### src/rtl/fir_filter_prog.sv
// Run-time programmable transposed-form FIR filter with a coefficient write port,
// a valid-qualified sample path, and rounded, saturated registered output.
module fir_filter_prog #(
    parameter int unsigned DATA_W = 8,
    parameter int unsigned COEF_W = 8,
    parameter int unsigned NTAPS  = 4,
    parameter int unsigned ACC_W  = DATA_W + COEF_W + $clog2(NTAPS),
    parameter int unsigned OUT_W  = 16,
    parameter int unsigned SHIFT  = 0
) (
    input  logic                     Clk,
    input  logic                     Rst_n,
    input  logic                     Coef_we,
    input  logic [$clog2(NTAPS)-1:0] Coef_addr,
    input  logic [COEF_W-1:0]        Coef_wdata,
    input  logic                     Flush,
    input  logic                     In_valid,
    input  logic [DATA_W-1:0]        Xin,
    output logic                     Out_valid,
    output logic [OUT_W-1:0]         Yout,
    output logic                     Sat_flag
);

    localparam int unsigned PROD_W = DATA_W + COEF_W;
    // One extra bit so the rounding offset can never wrap the accumulator.
    localparam int unsigned EXT_W  = ACC_W + 1;
    localparam logic signed [EXT_W-1:0] RND     = EXT_W'((64'd1 << SHIFT) >> 1);
    localparam logic signed [EXT_W-1:0] OUT_MAX = {{(EXT_W-OUT_W+1){1'b0}}, {(OUT_W-1){1'b1}}};
    localparam logic signed [EXT_W-1:0] OUT_MIN = {{(EXT_W-OUT_W+1){1'b1}}, {(OUT_W-1){1'b0}}};

    logic signed [COEF_W-1:0] coef_q  [NTAPS];
    logic signed [COEF_W-1:0] coef_d  [NTAPS];
    logic signed [ACC_W-1:0]  state_q [NTAPS-1:1];
    logic signed [ACC_W-1:0]  state_d [NTAPS-1:1];

    logic signed [PROD_W-1:0] prod_c [NTAPS];
    logic signed [ACC_W-1:0]  term_c [NTAPS];
    logic signed [ACC_W-1:0]  full_c;
    logic signed [EXT_W-1:0]  rnd_c;
    logic signed [EXT_W-1:0]  shf_c;
    logic signed [OUT_W-1:0]  sat_val_c;
    logic                     clip_c;

    logic [OUT_W-1:0] yout_q, yout_d;
    logic             out_valid_q, out_valid_d;
    logic             sat_q, sat_d;

    // Full-precision products, sign-extended to the accumulator width.
    always_comb begin
        for (int unsigned k = 0; k < NTAPS; k++) begin
            prod_c[k] = PROD_W'(coef_q[k]) * PROD_W'($signed(Xin));
            term_c[k] = ACC_W'(prod_c[k]);
        end
    end

    // Round half up, arithmetic shift, then clip to the output range.
    always_comb begin
        full_c    = term_c[0] + state_q[1];
        rnd_c     = EXT_W'(full_c) + RND;
        shf_c     = rnd_c >>> SHIFT;
        clip_c    = 1'b0;
        sat_val_c = OUT_W'(shf_c);
        if (shf_c > OUT_MAX) begin
            clip_c    = 1'b1;
            sat_val_c = OUT_W'(OUT_MAX);
        end else if (shf_c < OUT_MIN) begin
            clip_c    = 1'b1;
            sat_val_c = OUT_W'(OUT_MIN);
        end
    end

    // Next-state: coefficient writes, flush, and the transposed delay line.
    always_comb begin
        coef_d      = coef_q;
        state_d     = state_q;
        yout_d      = yout_q;
        sat_d       = sat_q;
        out_valid_d = 1'b0;

        for (int unsigned k = 0; k < NTAPS; k++) begin
            if (Coef_we && (32'(Coef_addr) == k)) begin
                coef_d[k] = $signed(Coef_wdata);
            end
        end

        if (Flush) begin
            for (int unsigned k = 1; k < NTAPS; k++) begin
                state_d[k] = '0;
            end
        end else if (In_valid) begin
            state_d[NTAPS-1] = term_c[NTAPS-1];
            for (int unsigned k = 1; k < NTAPS - 1; k++) begin
                state_d[k] = term_c[k] + state_q[k+1];
            end
            yout_d      = sat_val_c;
            sat_d       = clip_c;
            out_valid_d = 1'b1;
        end
    end

    always_ff @(posedge Clk or negedge Rst_n) begin
        if (!Rst_n) begin
            coef_q      <= '{default: '0};
            state_q     <= '{default: '0};
            yout_q      <= '0;
            out_valid_q <= 1'b0;
            sat_q       <= 1'b0;
        end else begin
            coef_q      <= coef_d;
            state_q     <= state_d;
            yout_q      <= yout_d;
            out_valid_q <= out_valid_d;
            sat_q       <= sat_d;
        end
    end

    assign Yout      = yout_q;
    assign Out_valid = out_valid_q;
    assign Sat_flag  = sat_q;

endmodule

### config.mk
export PLATFORM = sky130hd
export DESIGN_NAME = fir_filter_prog
export DESIGN_NICKNAME = d
export VERILOG_FILES = /design/src/rtl/fir_filter_prog.sv
export SDC_FILE = /design/constraint.sdc
export NUM_CORES = 1
export LEC_CHECK = 0
export BUFFER_PORTS_ARGS = -buffer_cell sky130_fd_sc_hd__buf_2
export CAP_MARGIN = 40
export CORE_ASPECT_RATIO = 0.75
export CORE_MARGIN = 1.5
export CORE_UTILIZATION = 45
export DETAILED_ROUTE_END_ITERATION = 10
export HOLD_SLACK_MARGIN = 0.1
export PLACE_DENSITY = 0.6
export SYNTH_ARGS = -nofsm -noshare
export SYNTH_HDL_FRONTEND = slang
export SYNTH_SLANG_ARGS = --single-unit
### constraint.sdc
create_clock -name Clk -period 7.1 [get_ports Clk]
set_input_delay 0 -clock Clk [delete_from_list [all_inputs] [get_ports Clk]]
set_output_delay 0 -clock Clk [all_outputs]
set_load 0.005 [all_outputs]
==> reports/qor.csv, run 1 <==
metric,value,unit
status,completed,
required,7340,ps
num_rows,59,
clock-sinks,102,
final_nets,2144,
cap_violations,0,
fmax,0.168,GHz
ant_nets,0,
die_w,222,microns
synth-adder-area-share,48.1,%
critPathKind,reg2reg,
synth_compound_area_share,5.73,%
antenna_found_initial,1,
clk_pin_slew,90,ps
reg2reg_depth,19,
clockBufferDepth,2,
ios,41,
place_ws,1010,ps
die_h,167,microns
grt_usage,20.0,%
critPathMaxFanout,20,
synth_top_family_by_area,adder cells,
h-tree-depth,3,
arrival,6190,ps
hold-path-endpoint,coef_q[30],
hold_depth,4,
syn2layout_area_growth,7.00,%
final_common_cell,inv_1,
grt_max_degree,59,
synth_edf_count,0,
layout_common_cells,"inv_1, fa_1, ha_1",
r2r_start,coef_q[31],
final-hold-violation-count,0,
drcViolationCount,0,
synth_warnings,0,
final_cell_count_no_fill,2136,
fin_ws,1160,ps
syn_inst,1650,
ctsHoldBuffers,12,
reg2reg_to,Yout[2],
hold_class,in2reg,
cts_tree,done,
ys.flop_type,dfrtp_1,
hold_start,Coef_addr[0],
hpwl,27.5,mm
fin_skew,14.2,ps
r2r_slack,1160,ps
rsz0062_at_grt,false,
drt_iter0_drc,567,
initial_core_util,46.2,%
numCtsBuffers,9,
cts_resized,0,
synth_xor_area_share,3.61,%
async_flop_share,100,%
drive_gt1_share,7.09,%
synth-simple-area-share,12.5,%
grt_pass1_wl,58.6,mm
routed_wl,34.4,mm
post-route-min-period,5940,ps
worst_pin_slew,831,ps
crit_path_end_kind,flip-flop,
grt_pass1_vias,10800,
die_area,37200,sq um
syn_avg_cell_area,9.83,sq um
core,35100,sq um
avgRoutedWirePerCell,16.1,microns
cts_root_buf,clkbuf_16,
n_antenna_cell,0,
setup_viol,0,
setup_tns,0,ps
place_inst,2108,
slew_viol_final,0,
synth.net_count,2120,
dr.pass1.iters,5,
slew_headroom,44.6,%
via_per_inst,4.97,
place_congestion,0.805,
synth_mux_area_share,4.61,%
ys_ff_latch,102,
synthesis.area,16200,sq um
post-route-period-util,83.7,%
port_buffers,40,
vias,10600,
grt_overflow,0,
start_kind,flip-flop,
ys_seq_area_share,15.7,%
ys_types,53,
cts_setup_buffers,0,
clk-insertion-delay-late,390,ps
worst max-delay path by stage:
stage,startpoint,end,cells after the start
finish,coef_q[31],Yout[2],19
global route,coef_q[31],Yout[1],19
CTS,coef_q[31],Yout[2],19
detailed placement,Xin[0],Yout[2],20
global placement,Xin[0],Yout[1],20
floorplan,coef_q[31],Sat_flag,18
area by class of cell:
class | count | area [sq um]
Clock buffer | 9 | 225
Clock inverter | 7 | 83.8
Fill cell | 3241 | 17700
Inverter | 358 | 1340
Multi-Input combinational cell | 1136 | 12100
Sequential cell | 102 | 2550
Tap cell | 457 | 572
Timing Repair Buffer | 67 | 488
cell families after synthesis:
kind of cell	count (synthesis)
DFF	102
buffers and inverters	412
and+or+nand+nor	410
adders and majority gates	447
AOI/OAI and AO/OA	143
xor gates and xnor gates	66
muxes	70
per-layer routing:
metal / routed length (microns) / vias to the layer above / GRT usage [%]
met3: 1450 / 16 / 2.97
met4: 297 / 2 / 3.19
li1: - / 5062 / -
met2: 14200 / 183 / 27.6
met5: 10 / - / 0
met1: 18400 / 5355 / 33.0
per-stage QoR:
step           hold WS (ps)  instance area (sq um)  utilization (%)
2_1_floorplan          -296                  16200                -
3_3_place_gp          -57.9                  16900             48.1
3_5_place_dp          -48.6                  16900             48.2
4_1_cts                 207                  17300             49.5
5_1_grt                 228                  17300             49.5
6_report                223                  17300             49.5
sequential cells by signal (all words and copies together), names as in the netlist:
signal     cells
Yout          16
coef_q        32
state_q       52
Out_valid      1
Sat_flag       1
critical path: stages (launching register included):
cell and delay (ps):
dfrtp_1 500, and2_1 170, buf_4 230, inv_1 80, fa_1 500, inv_1 60
fa_1 480, fa_1 570, fa_1 430, fa_1 440, ha_1 350, o21ai_0 100
o21bai_1 110, a211oi_1 310, o21ai_1 170, o31a_1 310, xnor2_2 140, buf_4 210
o21ai_2 470, o21ai_0 180
synth_stat cells (2+ instances only):
cell type | instances | area (sq um)
nand2b_2 | 2 | 17.5
nor2_1 | 70 | 263
nand2b_1 | 36 | 225
a31oi_1 | 5 | 31.3
ha_1 | 153 | 1910
dfrtp_1 | 102 | 2550
xor2_1 | 15 | 131
a21boi_0 | 3 | 22.5
xnor2_1 | 50 | 438
nand3b_1 | 5 | 37.5
o21bai_1 | 5 | 37.5
nand4_1 | 2 | 12.5
nor2b_1 | 4 | 25.0
buf_1 | 6 | 22.5
a211o_1 | 2 | 17.5
a21oi_1 | 38 | 190
mux2i_1 | 33 | 330
clkbuf_1 | 44 | 165
o31ai_1 | 4 | 30.0
inv_1 | 358 | 1340
and2_1 | 124 | 776
nand3_1 | 9 | 45.0
a21o_1 | 13 | 97.6
buf_4 | 2 | 15.0
mux2_2 | 37 | 417
o21ai_0 | 27 | 135
nor3_1 | 5 | 25.0
a211oi_2 | 3 | 37.5
o21ai_1 | 12 | 60.1
a2111o_1 | 2 | 22.5
fa_1 | 294 | 5890
o21a_1 | 9 | 67.6
nand2_1 | 147 | 552
a211oi_1 | 10 | 75.1
Power of run 1 is left out: the tool's default activity adds up to more than one toggle a clock period on the data nets, which glitch-free logic cannot reach.
==> run 2: changes to the inputs <==
PLACE_DENSITY = 0.62   (was 0.6)
clock period = 4.9 ns   (was 7.1 ns; I/O delays follow)
==> reports/qor.csv, run 2 (synthesis results as in run 1) <==
metric,value,unit
hold_start,Coef_addr[1],
largest_register_ffs,52,
hold_depth,4,
slew_viol_final,0,
ant_nets,0,
violations,setup timing,
start_kind,flip-flop,
cp_common_cell,fa_1,
grt_pass1_wl,64.3,mm
crit_path_end_kind,flip-flop,
final_nets,2319,
fin_ws,-304,ps
worst-path-buf-inv,3,
ios,41,
n_antenna_cell,0,
status,"complete, but fails checks",
worst_pin_slew,845,ps
vias,11300,
clk-insertion-delay-late,390,ps
final_util,55.4,%
critPathKind,reg2reg,
fin_skew,9.05,ps
drt_iter0_drc,605,
core,35100,sq um
hold_class,in2reg,
syn2layout_area_growth,19.9,%
crit_slowest_cell,fa_1,
arrival,5490,ps
setup_viol,17,
die_area,37200,sq um
use_met2,31.1,%
cts_root_buf,clkbuf_16,
clock-sinks,102,
clk_pin_slew,90,ps
path_depth,18,
required,5180,ps
grt_busiest_layer,met1,
critPathLaunch,coef_q[28],
post-route-min-period,5200,ps
grt_usage,22.0,%
cap_violations,0,
clockBufferDepth,2,
cp_cell_sequence,buf_4 > buf_4 > and2_1 > fa_1 > fa_1 > fa_1 > fa_1 > ha_4 > ha_4 > nand3_2 > nand2_2 > o41ai_4 > a211oi_4 > a211oi_4 > nor2b_4 > o21ai_4 > clkbuf_16 > o21ai_1,
drive_gt1_share,21.6,%
layout_common_cells,"inv_1, fa_1, buf_4",
met1_usage,36.0,%
reg2reg_depth,18,
rsz0062_at_grt,true,
h-tree-depth,3,
avgRoutedWirePerCell,16.7,microns
num_rows,59,
final-hold-violation-count,0,
place_congestion,0.849,
final_common_cell,inv_1,
via_per_inst,4.90,
port_buffers,40,
hpwl,30.7,mm
critPathMaxFanout,6,
place_ws,-281,ps
grt_max_degree,58,
fmax,0.192,GHz
post-route-period-util,106,%
grt_overflow,0,
grt_pass1_vias,12000,
routed_wl,38.5,mm
die_h,167,microns
cts_tree,done,
crit_path_max_incr_delay,590,ps
dr.pass1.iters,5,
numCtsBuffers,9,
drcViolationCount,0,
antenna_found_initial,0,
slew_headroom,43.6,%
critPathTopFamily,adder cells,
fillers,3041,
r2r_start,coef_q[28],
die_w,222,microns
initial_core_util,46.2,%
use_met3,3.44,%
top_register,state_q,
-- run 2: layer usage --
layer  vias to the layer above  routed length, microns
li1                       5418                       -
met1                      5707                   20300
met2                       180                   16400
met3                        18                    1520
met4                         0                     239
met5                         -                       0
-- run 2: worst min-delay path: stages --
cell and delay [ps]:
buf_2 110, nor3b_1 50, buf_4 180, mux2_2 230
-- run 2: layout make-up --
type | count | area (sq um) | area share, %
Clock inverter | 6 | 52.6 | 0.270
Clock buffer | 10 | 239 | 1.23
Multi-Input combinational cell | 1137 | 12800 | 65.7
Tap cell | 457 | 572 | 2.94
Inverter | 358 | 1340 | 6.91
Sequential cell | 102 | 2560 | 13.2
Timing Repair Buffer | 241 | 1900 | 9.80
-- run 2: worst paths after layout --
kind,endpoint,slack (ps)
max,Yout[11],-300
min,coef_q[31],210
max reg2reg,Yout[11],-300
min reg2reg,Yout[8],490
max in group asynchronous,Out_valid,4010
min in group asynchronous,state_q[8],220
-- run 2: metrics by stage --
step	hold slack, ps	cell area [sq um]	instances	setup TNS, ps
3_5_place_dp	-148	18200	2266	-4620
3_3_place_gp	201	18200	2265	-2740
6_report	209	19400	2311	-4530
5_1_grt	205	19400	2311	-7350
2_1_floorplan	-296	16300	1650	-373
4_1_cts	188	18800	2298	-2970
-- run 2: what timing repair did --
action / 4_1_cts / 5_1_grt
gates cloned: 1 / 1
pin swaps: 24 / 65
setup buffers: 4 / 14
hold endpoints to repair: 145 / 0
endpoints found under the setup margin: 24 / 31
hold buffers: 11 / 0
gates resized for setup: 45 / 102
Power of run 2 is left out for the same reason.
